==> config.mk <==
export PLATFORM = sky130hd
export DESIGN_NAME = soi_fault_injector
export DESIGN_NICKNAME = d
export VERILOG_FILES = /design/src/rtl/soi_fault_injector.sv
export SDC_FILE = /design/constraint.sdc
export NUM_CORES = 1
export LEC_CHECK = 0
export CORE_MARGIN = 2
export CORE_UTILIZATION = 59
export CTS_BUF_LIST = sky130_fd_sc_hd__clkbuf_8
export DETAILED_ROUTE_END_ITERATION = 16
export PLACE_DENSITY_LB_ADDON = 0.2
export SYNTH_ARGS = -nofsm -noshare
export SYNTH_HDL_FRONTEND = slang
export SYNTH_SLANG_ARGS = --single-unit
==> constraint.sdc <==
create_clock -name clk -period 7.1 [get_ports clk]
set_input_delay 1.42 -clock clk [delete_from_list [all_inputs] [get_ports clk]]
set_output_delay 1.42 -clock clk [all_outputs]
set_load 0.01 [all_outputs]
==> src/rtl/soi_fault_injector.sv <==
// soi_fault_injector: in-line fault injector that corrupts a signal of interest after a programmable delay.
module soi_fault_injector #(
  parameter int WIDTH = 1,
  parameter int CNT_W = 16
) (
  input  logic             clk,
  input  logic             reset,
  input  logic             cmd_valid,
  output logic             cmd_ready,
  input  logic [1:0]       cmd_mode,
  input  logic [WIDTH-1:0] cmd_mask,
  input  logic [CNT_W-1:0] cmd_delay,
  input  logic [CNT_W-1:0] cmd_duration,
  input  logic             cancel,
  input  logic [WIDTH-1:0] soi_in,
  output logic [WIDTH-1:0] soi_out,
  output logic             inj_active,
  output logic             inj_done,
  output logic [CNT_W-1:0] inj_count
);
  typedef enum logic [1:0] {IDLE, ARMED, INJECT} state_t;
  state_t           r_state, w_next;
  logic [1:0]       r_mode;
  logic [WIDTH-1:0] r_mask;
  logic [CNT_W-1:0] r_dcnt, r_lcnt, r_count;
  logic             r_active, r_done;
  logic             w_accept, w_fin;
  assign w_accept = cmd_valid && cmd_ready && cmd_mode != 2'b11;
  // r_lcnt stays 0 for a permanent injection, so it never reaches the finish condition
  assign w_fin = r_state == INJECT && !cancel && r_lcnt == CNT_W'(1);
  always_ff @(posedge clk) begin
    if (reset) begin
      r_state  <= IDLE;
      r_mode   <= '0;
      r_mask   <= '0;
      r_dcnt   <= '0;
      r_lcnt   <= '0;
      r_count  <= '0;
      r_active <= 1'b0;
      r_done   <= 1'b0;
    end else begin
      r_state  <= w_next;
      r_active <= w_next == INJECT;
      r_done   <= w_fin;
      if (w_fin && r_count != '1) r_count <= r_count + 1'b1;
      if (w_accept) begin
        r_mode <= cmd_mode;
        r_mask <= cmd_mask;
        // delay D faults cycle D after acceptance; ARMED covers the D-1 cycles in between
        r_dcnt <= cmd_delay - 1'b1;
        r_lcnt <= cmd_duration;
      end else begin
        if (r_state == ARMED) r_dcnt <= r_dcnt - 1'b1;
        if (r_state == INJECT && r_lcnt != '0) r_lcnt <= r_lcnt - 1'b1;
      end
    end
  end
  always_comb begin
    w_next = r_state;
    unique case (r_state)
      IDLE:    w_next = !w_accept ? IDLE : cmd_delay <= CNT_W'(1) ? INJECT : ARMED;
      ARMED:   w_next = cancel ? IDLE : r_dcnt == CNT_W'(1) ? INJECT : ARMED;
      INJECT:  w_next = (cancel || w_fin) ? IDLE : INJECT;
      default: w_next = IDLE;
    endcase
  end
  always_comb begin
    cmd_ready = r_state == IDLE && !reset;
    soi_out   = !r_active          ? soi_in :
                r_mode == 2'b00    ? soi_in ^ r_mask :
                r_mode == 2'b01    ? soi_in & ~r_mask :
                                     soi_in | r_mask;
  end
  assign inj_active = r_active;
  assign inj_done   = r_done;
  assign inj_count  = r_count;
endmodule
==> impl_metrics.csv, run 1 <==
group,metric,value,unit
power_and_ir_drop,p_total,0.000659,W
power_and_ir_drop,power_density,164,nW/um^2
layout,nets,510,
logic_synthesis,async_reset_ff_share,0,%
status,outcome,"finished clean",
layout,drive_above_1_share,6.49,%
critical_path,rr_startpoint,"r_lcnt[0]",
timing,slew_violations,0,
grt,grt-busiest-layer,"met2",
logic_synthesis,netlist_instances,414,
critical_path,crit_type,"input pin to output pin",
critical_path,r2r_setup_slack,4.25,ns
timing,fin_crit_sh,57.9,%
critical_path,critPathSlowestCell,"clkdlybuf4s50_1",
clocking,cts_sinks,55,
placement,place_congestion,0.880,
grt,grt_antenna_before_repair,0,
clocking,hold_buffers,0,
logic_synthesis,syn_nets,462,
critical_path,required,5.68,ns
layout,area_growth,20.8,%
critical_path,path_delay_family,"buffers and inverters",
critical_path,critical_path.cell_chain,"clkdlybuf4s50_1, nor2_1, nor2_1, a31oi_1, clkdlybuf4s50_1",
power_and_ir_drop,vdd_drop_max,89.6,uV
grt,grt_pass1_vias,3067,
grt,grt_pass1_wl,13900,microns
timing,finalSetupTns,0,ns
logic_synthesis,synth_area,3320,sq um
logic_synthesis,ys_ff_latch,55,
grt,grt_max_degree,65,
drt,via_per_inst,6.23,
logic_synthesis,synth_warnings,0,
flow_run,drv_cap,0,
clocking,cts-root-buf,"clkbuf_8",
critical_path,end_kind,"output pin",
logic_synthesis,synth_flop_cell,"dfxtp_1",
grt,grt_overflow,0,
floorplan,die_w,79.0,microns
drt,avgRoutedWirePerCell,15.2,microns
floorplan,ios,60,
timing,rsz0062_at_grt,"no",
placement,hpwl,5820,microns
floorplan,core,5470,sq um
critical_path,max_stage_delay,0.55,ns
grt,met2_usage,47.5,%
timing,fmax,243,MHz
placement,port_buffers,59,
floorplan,die-area,6240,sq um
hold_path,hold_class,"flip-flop to flip-flop",
timing,finClkSkew,0.00924,ns
floorplan,start_util,60.6,%
logic_synthesis,syn_avg_cell_area,8.01,sq um
critical_path,crit_path_start,"soi_in",
logic_synthesis,ys_types,59,
critical_path,path_max_fanout,2,
clocking,numCtsBuffers,5,
timing,finalHoldViolCount,0,
drt,via_count,3329,
drt,drt_pass1_iterations,5,
grt,use_met1,33.9,%
timing,worst_pin_slew,0.919,ns
drt,drc,0,
drt,drtIter0Drc,312,
clocking,clk_pin_slew_worst_paths,0.10,ns
drt,wl,8140,microns
critical_path,cp_num_buf_inv,2,
drt,drtAntennaViolNets,0,
floorplan,fp.dieH,79.0,microns
clocking,cts_resized,0,
clocking,cts_max_path_buffers,2,
clocking,worstSkewPairLatency,0.31,ns
critical_path,worstPathArrival,2.69,ns
grt,grt_util_all_layers,26.9,%
clocking,cts_tree,"done",
timing,period_minus_slack,4.11,ns
logic_synthesis,synth_edf_count,0,
clocking,htreeDepth,2,
grt,grt_use_met3,5.00,%
floorplan,row_count,27,
clocking,cts_setup_buffers,0,
logic_synthesis,ys_seq_area_share,33.2,%
hold_path,hold_start,"r_mask",
critical_path,worstSetupStartpointType,"input pin",
timing,maxSlewHeadroom,38.1,%
power_and_ir_drop,p_leak,1.34,nW
layout,num_antenna_cells,0,
timing,setup_viol,0,
-- per-layer routing --
layer | vias up | part of all wire [%]
met5 | - | 0
met4 | 0 | 1.2
met3 | 11 | 5.2
met2 | 104 | 50
met1 | 1579 | 44
li1 | 1635 | -
-- kinds of logic after synthesis --
family	Yosys count	synth area share, %
adders and majority gates	8	3.02
and+or+nand+nor	204	32.8
xor gates and xnor gates	27	7.13
muxes	8	2.64
DFF	55	33.2
AOI/OAI and AO/OA	80	17.1
buffers and inverters	32	4.15
-- cell usage in the layout, fill, tap and decap left out, types with 3 or more instances in the layout --
master	n
o21ai_0	9
inv_1	11
xor2_1	10
nor3_1	25
nor4_1	14
xnor2_1	17
nand3_1	13
a31oi_1	7
nand4b_1	3
nor2b_1	5
or4_1	11
clkbuf_8	6
nor2_1	57
or3_1	6
nand2b_1	5
mux2_2	6
o31ai_1	5
a21oi_1	15
a211oi_1	12
clkdlybuf4s50_1	58
and3_1	5
a221oi_1	3
nand4_1	11
nor3b_1	3
a311oi_1	7
or4b_2	4
ha_1	8
buf_4	3
dfxtp_1	55
nand2_1	27
-- worst paths after layout --
check        cells past startpoint   endpoint
min reg2reg                      2     r_mask
max                              5    soi_out
min                              2     r_mask
max reg2reg                      7  r_lcnt[3]
-- power breakdown --
part / internal [W] / switching [W] / leakage (nW) / total (W)
Clock: 0.0000769 / 0.000101 / 0.0470 / 0.000178
Sequential: 0.000324 / 0.0000170 / 0.448 / 0.000341
Combinational: 0.0000641 / 0.0000754 / 0.847 / 0.000140
Total: 0.000465 / 0.000194 / 1.34 / 0.000659
-- cells in the mapped netlist, types with 12 or more instances --
cell / instances / area, sq um
a211oi_1: 12 / 90.1
a21oi_1: 15 / 75.1
clkbuf_1: 16 / 60.1
dfxtp_1: 55 / 1100
nand2_1: 27 / 101
nand3_1: 13 / 65.1
nor2_1: 57 / 214
nor3_1: 25 / 125
nor4_1: 14 / 87.6
xnor2_1: 17 / 149
-- final cells by class --
| class | count | area (sq um) |
|---|---|---|
| sequential | 55 | 1100 |
| clock inverter | 1 | 5.00 |
| fill | 466 | 1470 |
| multi-input combinational | 327 | 2080 |
| timing repair buffer | 62 | 608 |
| clock buffer | 6 | 82.6 |
| inverter | 11 | 41.3 |
| tap | 72 | 90.1 |
-- through the flow --
step,setup slack [ns],utilization [%],hold WS [ns],instances,instance area (sq um)
final,2.99,73.2,0.480,534,4010
after global routing,2.90,73.2,0.516,534,4010
after CTS,2.98,73.2,0.481,534,4010
after detailed placement,2.99,71.6,0.467,527,3920
after global placement,3.02,71.6,0.464,527,3920
after floorplan,3.34,-,0.450,414,3320
-- worst reg2reg max path: stages (launching register included) --
cell and delay (ns):
dfxtp_1 0.40, inv_1 0.12, ha_1 0.19, or4b_2 0.66
nor4_1 0.69, nor2_2 0.23, a311oi_1 0.31, o311a_1 0.20
-- flip-flops by register name, summed over array words and instances (netlist names) --
signal,count
inj_done,1
r_mask,1
r_dcnt,16
r_lcnt,16
r_mode,2
inj_active,1
inj_count,16
r_state,2
Power figures use the tool's default switching activity.
==> inputs of run 2 (changes only) <==
--- a/config.mk
+++ b/config.mk
@@ -6,7 +6,7 @@
 export NUM_CORES = 1
 export LEC_CHECK = 0
 export CORE_MARGIN = 2
-export CORE_UTILIZATION = 59
+export CORE_UTILIZATION = 55
 export CTS_BUF_LIST = sky130_fd_sc_hd__clkbuf_8
 export DETAILED_ROUTE_END_ITERATION = 16
 export PLACE_DENSITY_LB_ADDON = 0.2
==> constraint.sdc (replaced) <==
create_clock -name clk -period 3.83 [get_ports clk]
set_input_delay 0.766 -clock clk [delete_from_list [all_inputs] [get_ports clk]]
set_output_delay 0.766 -clock clk [all_outputs]
set_load 0.01 [all_outputs]
==> impl_metrics.csv, run 2 (synthesized netlist as in run 1, its figures left out) <==
group,metric,value,unit
critical_path,end_kind,"flip-flop",
timing,fin_ws,0.953,ns
timing,rsz0062_at_grt,"no",
hold_path,min_to,"r_mask",
timing,period_minus_slack,2.88,ns
clocking,cts_tree,"done",
clocking,cts_sinks,55,
power_and_ir_drop,power_density,302,nW/um^2
timing,worst_pin_slew,1.15,ns
grt,grt_util_all_layers,24.2,%
floorplan,start_util,56.4,%
clocking,cts_setup_buffers,0,
placement,pre_cts_ws,0.645,ns
timing,fmax,348,MHz
drt,via_count,3246,
layout,final_common_cell,"clkdlybuf4s50_1",
clocking,hold_buffers,0,
grt,met2_usage,41.0,%
grt,use_met1,32.6,%
drt,via_per_inst,6.01,
critical_path,regToRegEndpoint,"r_lcnt[3]",
floorplan,core,5890,sq um
timing,finalHoldViolCount,0,
drt,drt_pass1_iterations,4,
grt,grt_antenna_before_repair,0,
critical_path,rr_startpoint,"r_lcnt[0]",
drt,avgRoutedWirePerCell,14.6,microns
grt,grt_overflow,0,
hold_path,hold_class,"flip-flop to flip-flop",
clocking,worstSkewPairLatency,0.31,ns
timing,setup_viol,0,
layout,mostFrequentLayoutCells,"clkdlybuf4s50_1 (58), nor2_1 (57), dfxtp_1 (55), nand2_1 (27), nor3_1 (25)",
placement,place_area,3940,sq um
layout,fin_area,4030,sq um
drt,drtAntennaViolNets,0,
status,outcome,"finished clean",
timing,fin_crit_sh,75.1,%
hold_path,hold_start,"r_mask",
floorplan,die_w,81.7,microns
layout,drive_above_1_share,7.10,%
timing,slew_violations,0,
grt,grt_pass1_vias,2933,
drt,wl,7860,microns
placement,place_inst,532,
clocking,cts-root-buf,"clkbuf_8",
critical_path,path_max_fanout,38,
clocking,cts_resized,0,
placement,port_buffers,59,
clocking,htreeDepth,2,
clocking,cts_max_path_buffers,2,
layout,fill_cells,507,
power_and_ir_drop,p_total,0.00122,W
timing,maxSlewHeadroom,23.0,%
layout,finalNonFillerCells,540,
power_and_ir_drop,vdd_drop_max,203,uV
floorplan,die-area,6670,sq um
power_and_ir_drop,p_leak,1.35,nW
grt,grt_pass1_wl,13000,microns
placement,place_congestion,0.906,
timing,finalSetupTns,0,ns
layout,num_antenna_cells,0,
critical_path,required,3.99,ns
critical_path,worstPathArrival,3.03,ns
drt,drc,0,
critical_path,worstSetupStartpointType,"input pin",
grt,grt_max_degree,64,
drt,drtIter0Drc,158,
layout,area_growth,21.5,%
floorplan,ios,60,
placement,hpwl,5700,microns
timing,finClkSkew,0.0143,ns
floorplan,row_count,28,
critical_path,crit_type,"input pin to flip-flop",
layout,nets,512,
critical_path,reg2reg_depth,7,
clocking,clk_pin_slew_worst_paths,0.10,ns
flow_run,drv_cap,0,
grt,grt_use_met3,2.97,%
critical_path,r2r_setup_slack,0.99,ns
hold_path,worstHoldPathCells,2,
grt,grt-busiest-layer,"met2",
clocking,numCtsBuffers,5,
floorplan,fp.dieH,81.7,microns
[run 2: changes by cell type in the layout (fill, tap and decap cells not counted)]
cell and delta:
clkinvlp_4 +1, buf_4 +2, clkinv_4 +2, clkinv_2 -1
clkbuf_8 -1
[run 2: worst max path at each step]
stage	start	cells after the start	slack, ns	to
after floorplan	reset	7	1.33	r_dcnt[6]
after global placement	cmd_valid	6	0.72	r_dcnt[13]
after detailed placement	cmd_valid	6	0.64	r_dcnt[14]
after CTS	cmd_valid	6	0.96	r_dcnt[14]
after global routing	r_lcnt[0]	7	0.77	r_lcnt[3]
final	cmd_valid	6	0.95	r_dcnt[14]
[run 2: where the power goes]
group,internal [W],total (W),switching (W),leakage [nW]
clock,0.000131,0.000326,0.000195,0.0443
combinational,0.000119,0.000259,0.000139,0.857
sequential,0.000600,0.000631,0.0000310,0.448
total,0.000851,0.00122,0.000365,1.35
[run 2: area by class of cell]
| type | instances | area, sq um | share of cell area, % |
|---|---|---|---|
| sequential | 55 | 1100 | 27.3 |
| clock inverter | 3 | 25.0 | 0.621 |
| inverter | 11 | 41.3 | 1.02 |
| timing repair buffer | 64 | 623 | 15.5 |
| tap | 75 | 93.8 | 2.33 |
| multi-input combinational | 327 | 2080 | 51.6 |
| clock buffer | 5 | 68.8 | 1.71 |
[run 2: per-stage QoR]
step / hold WS (ns) / util, %
final: 0.487 / 68.5
after global routing: 0.514 / 68.5
after CTS: 0.484 / 68.5
after detailed placement: 0.468 / 66.9
after global placement: 0.462 / 66.9
after floorplan: 0.450 / -
[run 2: routing by layer]
metal,routed length (microns),up-vias
met5,0,-
met4,101,0
li1,-,1643
met3,456,7
met1,3590,1493
met2,3720,103
[run 2: worst max-delay path, cell delays in order]
cell,delay (ns)
clkdlybuf4s50_1,0.47
or4b_2,0.65
a21o_1,0.60
buf_4,0.36
nor2_1,0.12
a211oi_1,0.06
